==> config.mk <==
export PLATFORM = sky130hd
export DESIGN_NAME = uart_rx_flat
export DESIGN_NICKNAME = d
export VERILOG_FILES = /design/src/rtl/uart_pkg.sv /design/src/rtl/uart_rx_if.sv /design/src/rtl/uart_rx_sync.sv /design/src/rtl/uart_rx.sv /design/src/flat_wrapper.sv
export SDC_FILE = /design/constraint.sdc
export NUM_CORES = 1
export LEC_CHECK = 0
export ABC_AREA = 1
export BUFFER_PORTS_ARGS = -buffer_cell sky130_fd_sc_hd__buf_4
export CAP_MARGIN = 20
export CORE_AREA = 4 4 72 74
export CTS_BUF_LIST = sky130_fd_sc_hd__clkbuf_8
export DETAILED_ROUTE_END_ITERATION = 8
export DIE_AREA = 0 0 76 78
export GPL_ROUTABILITY_DRIVEN = 0
export GPL_TIMING_DRIVEN = 0
export MAX_ROUTING_LAYER = met4
export PLACE_DENSITY = 0.78
export SLEW_MARGIN = 5
export SYNTH_ARGS = -nofsm -noshare
export SYNTH_HDL_FRONTEND = slang
export SYNTH_HIERARCHICAL = 1
export SYNTH_SLANG_ARGS = --single-unit
==> constraint.sdc <==
create_clock -name sclk -period 2.07 [get_ports sclk]
set_input_delay 0.414 -clock sclk [delete_from_list [all_inputs] [get_ports sclk]]
set_output_delay 0.414 -clock sclk [all_outputs]
set_load 0.03 [all_outputs]
==> src/rtl/uart_pkg.sv <==
// Shared UART constants, baud-count helpers and receiver state encoding.
// Used by both the receive and transmit paths.
package uart_pkg;

  parameter int unsigned ClkFreqDefault = 50_000_000;
  parameter int unsigned BaudDefault    = 115200;
  parameter int unsigned BaudCntW       = 13;

  typedef enum logic [1:0] {
    StIdle  = 2'd0,
    StStart = 2'd1,
    StData  = 2'd2,
    StStop  = 2'd3
  } rx_state_e;

  // Last count of one bit period; the counter runs 0..baud_end and wraps.
  function automatic int unsigned baud_end(input int unsigned clk_freq, input int unsigned baud);
    return clk_freq / baud - 1;
  endfunction

  function automatic int unsigned half_cnt(input int unsigned clk_freq, input int unsigned baud);
    return baud_end(clk_freq, baud) / 2;
  endfunction

endpackage

==> src/rtl/uart_rx_if.sv <==
// Write-side FIFO handshake and receive status bundle of the UART receiver.
interface uart_rx_if;
  logic       wfifo_full;
  logic       wfifo_wr_en;
  logic [7:0] wfifo_wr_data;
  logic [7:0] rx_data;
  logic       rx_valid;
  logic       outflag_rx;
  logic       frame_err;
  logic       overrun;

  modport master (
    input  wfifo_full,
    output wfifo_wr_en,
    output wfifo_wr_data,
    output rx_data,
    output rx_valid,
    output outflag_rx,
    output frame_err,
    output overrun
  );

  modport slave (
    output wfifo_full,
    input  wfifo_wr_en,
    input  wfifo_wr_data,
    input  rx_data,
    input  rx_valid,
    input  outflag_rx,
    input  frame_err,
    input  overrun
  );
endinterface

==> src/rtl/uart_rx_sync.sv <==
// Two-flop synchronizer for the asynchronous serial line plus falling-edge detect.
// Flops reset to the idle (high) level so reset never fakes a start edge.
module uart_rx_sync (
  input  logic sclk,
  input  logic reset,
  input  logic RS232_rx,
  output logic rx_s,
  output logic rx_fall
);

  logic sync1_q;
  logic sync2_q;
  logic prev_q;

  always_ff @(posedge sclk) begin
    if (!reset) begin
      sync1_q <= 1'b1;
      sync2_q <= 1'b1;
      prev_q  <= 1'b1;
    end else begin
      sync1_q <= RS232_rx;
      sync2_q <= sync1_q;
      prev_q  <= sync2_q;
    end
  end

  assign rx_s    = sync2_q;
  assign rx_fall = prev_q & ~sync2_q;

endmodule

==> src/rtl/uart_rx.sv <==
// 8N1 UART receiver writing good bytes into the wfifo. Optional macro
// UART_RX_MAJORITY_EN turns every line decision into a 2-of-3 vote.
module uart_rx
  import uart_pkg::*;
#(
  parameter int unsigned CLK_FREQ = ClkFreqDefault,
  parameter int unsigned BAUD     = BaudDefault
) (
  input  logic      sclk,
  input  logic      reset,
  input  logic      RS232_rx,
  uart_rx_if.master rx_if
);

  localparam logic [BaudCntW-1:0] BaudEnd = BaudCntW'(baud_end(CLK_FREQ, BAUD));
  localparam logic [BaudCntW-1:0] Half    = BaudCntW'(half_cnt(CLK_FREQ, BAUD));

  logic rx_s;
  logic rx_fall;
  logic line_vote;

  uart_rx_sync u_sync (
    .sclk     (sclk),
    .reset    (reset),
    .RS232_rx (RS232_rx),
    .rx_s     (rx_s),
    .rx_fall  (rx_fall)
  );

`ifdef UART_RX_MAJORITY_EN
  // hist_q[0] is the line one cycle ago, hist_q[1] two cycles ago.
  logic [1:0] hist_q;

  always_ff @(posedge sclk) begin
    if (!reset) begin
      hist_q <= 2'b11;
    end else begin
      hist_q <= {hist_q[0], rx_s};
    end
  end

  assign line_vote = (rx_s & hist_q[0]) | (rx_s & hist_q[1]) | (hist_q[0] & hist_q[1]);
`else
  assign line_vote = rx_s;
`endif

  rx_state_e           state_q, state_d;
  logic [BaudCntW-1:0] baud_cnt_q, baud_cnt_d;
  logic [3:0]          bit_cnt_q, bit_cnt_d;
  logic [7:0]          shift_q, shift_d;
  logic [7:0]          rx_data_q, rx_data_d;
  logic [7:0]          wr_data_q, wr_data_d;
  logic                rx_valid_q, rx_valid_d;
  logic                wr_en_q, wr_en_d;
  logic                frame_err_q, frame_err_d;
  logic                overrun_q, overrun_d;

  logic                baud_wrap;
  logic [BaudCntW-1:0] baud_inc;

  assign baud_wrap = (baud_cnt_q == BaudEnd);
  assign baud_inc  = baud_wrap ? '0 : baud_cnt_q + BaudCntW'(1);

  always_ff @(posedge sclk) begin
    if (!reset) begin
      state_q     <= StIdle;
      baud_cnt_q  <= '0;
      bit_cnt_q   <= '0;
      shift_q     <= '0;
      rx_data_q   <= '0;
      wr_data_q   <= '0;
      rx_valid_q  <= 1'b0;
      wr_en_q     <= 1'b0;
      frame_err_q <= 1'b0;
      overrun_q   <= 1'b0;
    end else begin
      state_q     <= state_d;
      baud_cnt_q  <= baud_cnt_d;
      bit_cnt_q   <= bit_cnt_d;
      shift_q     <= shift_d;
      rx_data_q   <= rx_data_d;
      wr_data_q   <= wr_data_d;
      rx_valid_q  <= rx_valid_d;
      wr_en_q     <= wr_en_d;
      frame_err_q <= frame_err_d;
      overrun_q   <= overrun_d;
    end
  end

  always_comb begin
    state_d     = state_q;
    baud_cnt_d  = baud_cnt_q;
    bit_cnt_d   = bit_cnt_q;
    shift_d     = shift_q;
    rx_data_d   = rx_data_q;
    wr_data_d   = wr_data_q;
    rx_valid_d  = 1'b0;
    wr_en_d     = 1'b0;
    frame_err_d = 1'b0;
    overrun_d   = 1'b0;

    case (state_q)
      StIdle: begin
        baud_cnt_d = '0;
        bit_cnt_d  = '0;
        if (rx_fall) begin
          state_d = StStart;
        end
      end

      StStart: begin
        baud_cnt_d = baud_inc;
        if (baud_cnt_q == Half) begin
          baud_cnt_d = '0;
          // A high line at the start midpoint was only a glitch.
          state_d    = line_vote ? StIdle : StData;
        end
      end

      StData: begin
        baud_cnt_d = baud_inc;
        if (baud_wrap) begin
          shift_d   = {line_vote, shift_q[7:1]};
          bit_cnt_d = bit_cnt_q + 4'd1;
          if (bit_cnt_q == 4'd7) begin
            state_d = StStop;
          end
        end
      end

      StStop: begin
        baud_cnt_d = baud_inc;
        if (baud_wrap) begin
          // Leave at the stop midpoint so a following start edge is not missed.
          state_d    = StIdle;
          baud_cnt_d = '0;
          if (line_vote) begin
            rx_data_d  = shift_q;
            rx_valid_d = 1'b1;
            if (!rx_if.wfifo_full) begin
              wr_en_d   = 1'b1;
              wr_data_d = shift_q;
            end else begin
              overrun_d = 1'b1;
            end
          end else begin
            frame_err_d = 1'b1;
          end
        end
      end

      default: begin
        state_d = StIdle;
      end
    endcase
  end

  assign rx_if.wfifo_wr_en   = wr_en_q;
  assign rx_if.wfifo_wr_data = wr_data_q;
  assign rx_if.rx_data       = rx_data_q;
  assign rx_if.rx_valid      = rx_valid_q;
  assign rx_if.outflag_rx    = (state_q != StIdle);
  assign rx_if.frame_err     = frame_err_q;
  assign rx_if.overrun       = overrun_q;

endmodule
==> src/flat_wrapper.sv <==
// flat-port wrapper written by rule: the top's interface ports become plain ports
module uart_rx_flat import uart_pkg::*;
#(
  parameter int unsigned CLK_FREQ = ClkFreqDefault,
  parameter int unsigned BAUD     = BaudDefault
)
  (sclk, reset, RS232_rx, rx_if_wfifo_full, rx_if_wfifo_wr_en, rx_if_wfifo_wr_data, rx_if_rx_data, rx_if_rx_valid, rx_if_outflag_rx, rx_if_frame_err, rx_if_overrun);
  uart_rx_if rx_if_i ();
  input  logic sclk;
  input  logic reset;
  input  logic RS232_rx;
  input wire logic [$bits(rx_if_i.wfifo_full)-1:0] rx_if_wfifo_full;
  output wire logic [$bits(rx_if_i.wfifo_wr_en)-1:0] rx_if_wfifo_wr_en;
  output wire logic [$bits(rx_if_i.wfifo_wr_data)-1:0] rx_if_wfifo_wr_data;
  output wire logic [$bits(rx_if_i.rx_data)-1:0] rx_if_rx_data;
  output wire logic [$bits(rx_if_i.rx_valid)-1:0] rx_if_rx_valid;
  output wire logic [$bits(rx_if_i.outflag_rx)-1:0] rx_if_outflag_rx;
  output wire logic [$bits(rx_if_i.frame_err)-1:0] rx_if_frame_err;
  output wire logic [$bits(rx_if_i.overrun)-1:0] rx_if_overrun;
  assign rx_if_i.wfifo_full = rx_if_wfifo_full;
  assign rx_if_wfifo_wr_en = rx_if_i.wfifo_wr_en;
  assign rx_if_wfifo_wr_data = rx_if_i.wfifo_wr_data;
  assign rx_if_rx_data = rx_if_i.rx_data;
  assign rx_if_rx_valid = rx_if_i.rx_valid;
  assign rx_if_outflag_rx = rx_if_i.outflag_rx;
  assign rx_if_frame_err = rx_if_i.frame_err;
  assign rx_if_overrun = rx_if_i.overrun;
  uart_rx #(.CLK_FREQ(CLK_FREQ), .BAUD(BAUD)) u_core (.sclk(sclk), .reset(reset), .RS232_rx(RS232_rx), .rx_if(rx_if_i));
endmodule
==> results of run 1 <==
==> stage by stage <==
stage	hold WS, ps	area [sq um]	std cells	utilization, %
after floorplan	380	2210	303	-
after global placement	385	2460	381	53.6
after detailed placement	394	2460	381	53.6
after CTS	281	2550	389	55.5
after global routing	305	2550	389	55.5
final	291	2550	389	55.5
==> cells by family (layout without fill, tap and decap cells) <==
| logic type | after synthesis | in the layout | synth area share (%) |
|---|---|---|---|
| and+or+nand+nor | 160 | 160 | 33.3 |
| DFF | 50 | 50 | 45.2 |
| buffers and inverters | 49 | 81 | 8.87 |
| AOI/OAI and AO/OA | 33 | 33 | 7.57 |
| xor gates and xnor gates | 7 | 7 | 2.77 |
| adders and majority gates | 4 | 4 | 2.26 |
==> sequential cells by signal, indices dropped and copies added (netlist names), named ones only <==
register                    cells
u_core/baud_cnt_q              13
u_core/bit_cnt_q                4
u_core/rx_if.frame_err          1
u_core/rx_if.overrun            1
u_core/rx_if.rx_data            8
u_core/rx_if.rx_valid           1
u_core/rx_if.wfifo_wr_data      8
u_core/rx_if.wfifo_wr_en        1
u_core/shift_q                  8
u_core/state_q                  1
u_core/u_sync/prev_q            1
u_core/u_sync/rx_s              1
u_core/u_sync/sync1_q           1
==> cell type report <==
type / instances / share of cell area, %
Clock inverter: 3 / 0.833
Tap cell: 54 / 2.65
Inverter: 39 / 5.74
Sequential cell: 50 / 39.2
Timing Repair Buffer: 24 / 7.06
Multi-Input combinational cell: 204 / 39.9
Buffer: 10 / 1.96
Clock buffer: 5 / 2.70
==> layout by cell type, fill, tap and decap left out, types with 4 or more instances in the layout <==
cell	count
nor3_1	11
inv_1	36
clkbuf_1	5
xor2_1	5
clkbuf_8	5
nand2_1	65
ha_1	4
dfxtp_1	50
o21ai_0	5
buf_4	24
nand4_1	21
buf_2	4
a21oi_1	27
nor2_1	42
nand3_1	14
==> Yosys cell counts (4+ instances only) <==
master / number
nor2_1: 42
dfxtp_1: 50
xor2_1: 5
buf_2: 4
o21ai_0: 5
nor3_1: 11
ha_1: 4
nand4_1: 21
nand3_1: 14
a21oi_1: 27
inv_1: 36
clkbuf_1: 5
nand2_1: 65
==> worst max-delay path by stage <==
stage,start,to,slack [ps],cells after the start
global route,u_core/baud_cnt_q[0]$_SDFF_PN0_,u_core/shift_q[0]$_SDFFE_PN0P_,40,8
global placement,u_core/baud_cnt_q[0]$_SDFF_PN0_,u_core/shift_q[1]$_SDFFE_PN0P_,390,8
CTS,u_core/baud_cnt_q[0]$_SDFF_PN0_,u_core/shift_q[1]$_SDFFE_PN0P_,300,8
detailed placement,u_core/baud_cnt_q[0]$_SDFF_PN0_,u_core/shift_q[1]$_SDFFE_PN0P_,310,8
finish,u_core/baud_cnt_q[0]$_SDFF_PN0_,u_core/shift_q[1]$_SDFFE_PN0P_,270,8
floorplan,u_core/baud_cnt_q[0]$_SDFF_PN0_,u_core/shift_q[0]$_SDFFE_PN0P_,590,8
==> report_power, final <==
part | switching, uW | internal, uW
Clock | 318 | 238
Sequential | 12.6 | 984
Combinational | 199 | 81.7
Total | 530 | 1300
==> critical path, stage by stage, from the launching register on <==
cell     delay [ps]
dfxtp_1         400
ha_1            260
nand2_1          90
nor3_1          160
nand3_1         160
nor2_2          200
nand2_1         220
nor2_1          150
nor2_1           50
==> routing by layer <==
| layer | wire [um] | share of wire (%) | vias to the layer above | global-route usage (%) |
|---|---|---|---|---|
| li1 | - | - | 1045 | - |
| met1 | 2190 | 48 | 860 | 21.3 |
| met2 | 2060 | 45 | 56 | 25.1 |
| met3 | 245 | 5.4 | 6 | 3.60 |
| met4 | 53 | 1.2 | 0 | 6.05 |
| met5 | 0 | 0 | - | - |
==> results.cfg, run 1 <==
[die]
die_height_um = 78
chipWidth_um = 76
fp-row-count = 25
io_pins = 25
fp.coreArea_sq_um = 4600
initial_core_util_pct = 48.2
die-area_sq_um = 5930

[placed_design]
place_hpwl_um = 3420
io_buffer_count = 24
dp_slack_ps = 315

[detailed_routing]
viasPerCell = 5.06
dr.first_iter.drc_count = 118
final_antenna_net_count = 0
vias = 1967
drt_wl_total_um = 4550
avgRoutedWirePerCell_um = 11.7
drtPass1Iterations = 4
drc_errors = 0

[yosys]
synth_edf_count = 0
ys_async_sr_fraction_pct = 0
yosys.area.top_type = dfxtp_1
avgSynthCellArea_sq_um = 7.31
synth_top_area_share_pct = 45.2
yosysWarnings = 6
yosysSeqAreaShare_pct = 45.2
syn_nets = 311
synth_area_sq_um = 2210
synthCells = 303
synth.area.top_cells = dfxtp_1 45%, nand2_1 11%, nor2_1 7.1%
ys_types = 24
yosys_most_used_dff = dfxtp_1
ys_ff_latch = 50

[sta]
finalHoldViolCount = 0
tns_ps = 0
clock_skew_ps = 8.40
relSlewSlack_pct = 60.6
maxSlewViolCount = 0
worst_slack_ps = 275
rsz0062_at_grt = no
setup_viol = 0
max_slew.worst_pin.slew_ps = 589
period_share_pct = 86.7
timing.fmax_mhz = 557
fin_crit_ps = 1800

[worst_setup_path]
critical_path_required_ps = 2260
worstReg2RegEnd = u_core/shift_q[1]$_SDFFE_PN0P_
end_kind = register
startpoint_type = register
path_max_fanout = 8
crit_type = register to register
r2r_slack_ps = 270
crit_arrival_ps = 1980
rr_worst_depth = 8
regToRegStartpoint = u_core/baud_cnt_q[0]$_SDFF_PN0_

[clock_tree]
root_buffer = clkbuf_8
post_cts_buffers = 0
ctsLongestPathBuffers = 2
cts_hold_buf = 0
cts_buffers = 5
tritoncts = done
cts_sinks = 50
clk_pin_slew_ps = 90
clock_latency_ps = 290
cts_resized = 0
cts.htree.levels = 2

[final_layout]
area_growth_pct = 15.3
regArea_sq_um = 1000
diodes = 0
drive_gt1_share_pct = 13.7
multi_input_area_sq_um = 1020
layout.nets = 342
fill_cells = 419

[power_and_ir_drop]
power.density_nw_per_um2 = 718
ir_drop_uv = 580
p_leak_uw = 0.00108
finalPower_uw = 1830

[hold_path]
worstHoldPathCells = 3
hold_path_end = u_core/u_sync/sync1_q$_SDFF_PN1_
hold_class = primary input to register
min_from = RS232_rx

[run_status]
outcome = complete, no violations

[global_routing]
grtUsageTotal_pct = 16.4
grt_pass1_vias = 1841
gr-total-overflow = 0
antenna_found_initial = 0
grt_max_degree = 17
grt_pass1_wl_um = 8060

[flow_run]
maxCapViolCount = 0
No activity file was read; power rests on OpenSTA's default activity.
==> run 2, diff against run 1 <==
--- a/config.mk
+++ b/config.mk
@@ -8,14 +8,16 @@
 export ABC_AREA = 1
 export BUFFER_PORTS_ARGS = -buffer_cell sky130_fd_sc_hd__buf_4
 export CAP_MARGIN = 20
-export CORE_AREA = 4 4 72 74
+export CELL_PAD_IN_SITES_DETAIL_PLACEMENT = 1
+export CELL_PAD_IN_SITES_GLOBAL_PLACEMENT = 2
+export CORE_AREA = 4 4 86 88
 export CTS_BUF_LIST = sky130_fd_sc_hd__clkbuf_8
 export DETAILED_ROUTE_END_ITERATION = 8
-export DIE_AREA = 0 0 76 78
+export DIE_AREA = 0 0 90 92
 export GPL_ROUTABILITY_DRIVEN = 0
 export GPL_TIMING_DRIVEN = 0
 export MAX_ROUTING_LAYER = met4
-export PLACE_DENSITY = 0.78
+export PLACE_DENSITY = 0.89
 export SLEW_MARGIN = 5
 export SYNTH_ARGS = -nofsm -noshare
 export SYNTH_HDL_FRONTEND = slang
==> results.cfg, run 2 (same netlist as run 1, synthesis figures left out) <==
[run_status]
outcome = complete, no violations

[sta]
rsz0062_at_grt = no
finalHoldViolCount = 0
tns_ps = 0
fin_crit_ps = 1760
relSlewSlack_pct = 57.0
timing.fmax_mhz = 569
maxSlewViolCount = 0
setup_viol = 0
period_share_pct = 84.8
clock_skew_ps = 10.8
max_slew.worst_pin.slew_ps = 643

[detailed_routing]
drc_errors = 0
drtPass1Iterations = 4
avgRoutedWirePerCell_um = 13.9
vias = 2019
viasPerCell = 4.87
drt_wl_total_um = 5770
final_antenna_net_count = 0
dr.first_iter.drc_count = 59

[power_and_ir_drop]
p_leak_uw = 0.00109
ir_drop_uv = 242
power.density_nw_per_um2 = 764

[die]
chipWidth_um = 90
fp-row-count = 30
initial_core_util_pct = 33.3
fp.coreArea_sq_um = 6640
die-area_sq_um = 8280
die_height_um = 92
io_pins = 25

[clock_tree]
post_cts_buffers = 0
cts.htree.levels = 2
cts_buffers = 5
root_buffer = clkbuf_8
tritoncts = done
clk_pin_slew_ps = 100
ctsLongestPathBuffers = 2
cts_sinks = 50
clock_latency_ps = 310
cts_resized = 0
cts_hold_buf = 0

[final_layout]
largest_register_ffs = 13
drive_gt1_share_pct = 13.7
final_common_cell = nand2_1
diodes = 0
layout_common_cells = 65 x nand2_1, 50 x dfxtp_1, 42 x nor2_1
area_growth_pct = 17.8
finalNonFillerCells = 415
top_register = u_core/baud_cnt_q
fin_area_sq_um = 2610
fin_util_pct = 39.3
layout.nets = 342
fill_cells = 837

[worst_setup_path]
crit_arrival_ps = 1960
regToRegStartpoint = u_core/baud_cnt_q[0]$_SDFF_PN0_
cp_slowest_cell = dfxtp_1
end_kind = register
rr_worst_depth = 8
startpoint_type = register
slowest_delay_ps = 420
r2r_slack_ps = 310
crit_end = u_core/shift_q[0]$_SDFFE_PN0P_
path_max_fanout = 8
crit_start = u_core/baud_cnt_q[0]$_SDFF_PN0_
crit_chain = ha_1, nand2_1, nor3_1, nand3_1, nor2_2, nand2_1, nor2_1, nor2_1
critical_path_required_ps = 2280
worstReg2RegEnd = u_core/shift_q[0]$_SDFFE_PN0P_
crit_type = register to register

[placed_design]
io_buffer_count = 24
place_hpwl_um = 4240
dp_cells = 407
place_area_sq_um = 2490

[global_routing]
grt_pass1_vias = 2001
gr-total-overflow = 0
antenna_found_initial = 0
grtUsageTotal_pct = 15.0
grt_pass1_wl_um = 9800
grt_max_degree = 17

[hold_path]
min_from = RS232_rx
hold_class = primary input to register

[flow_run]
maxCapViolCount = 0
## run 2: changes by cell type in the layout (fill, tap and decap cells not counted), sizes merged
| cell | before | now |
|---|---|---|
| bufinv | 0 | 1 |
| clkinvlp | 1 | 2 |
| clkinv | 3 | 1 |
## run 2: final cells by class
| type | count | area [sq um] | area share, % |
|---|---|---|---|
| Clock buffer | 5 | 68.8 | 2.64 |
| Timing Repair Buffer | 24 | 180 | 6.91 |
| Clock inverter | 3 | 45.0 | 1.73 |
| Multi-Input combinational cell | 204 | 1020 | 39.0 |
| Tap cell | 80 | 100 | 3.84 |
| Buffer | 10 | 50.0 | 1.92 |
| Sequential cell | 50 | 1000 | 38.4 |
| Inverter | 39 | 146 | 5.61 |
## run 2: critical path: cells and delay by family (launching register included)
family                   cells  cell delay [ps]
AND/OR/NAND/NOR              7             1000
flip-flops                   1              420
adder cells (fa/ha/maj)      1              240
## run 2: worst min-delay path by stage
stage / to / slack (ps) / cells after the start
after global routing: u_core/u_sync/sync1_q$_SDFF_PN1_ / 290 / 3
after detailed placement: u_core/u_sync/rx_s$_SDFF_PN1_ / 390 / 2
final: u_core/u_sync/sync1_q$_SDFF_PN1_ / 280 / 3
after floorplan: u_core/u_sync/rx_s$_SDFF_PN1_ / 380 / 2
after CTS: u_core/u_sync/sync1_q$_SDFF_PN1_ / 270 / 3
after global placement: u_core/u_sync/rx_s$_SDFF_PN1_ / 390 / 2
## run 2: metrics by stage
stage	setup WS, ps	hold WS, ps	total power, uW
after global placement	368	386	1310
after floorplan	593	380	1220
after global routing	139	290	2090
after CTS	312	268	2010
final	314	276	1990
after detailed placement	317	394	1310
## run 2: power by group
group	internal (uW)	total [uW]	switching [uW]
clock	360	707	347
combinational	82.1	287	205
sequential	984	998	14.2
total	1430	1990	566
## run 2: routing by layer
metal | GRT usage [%] | wire [um]
met1 | 19.0 | 2860
met2 | 24.0 | 2720
met3 | 3.12 | 129
met4 | 4.85 | 63
met5 | - | 0
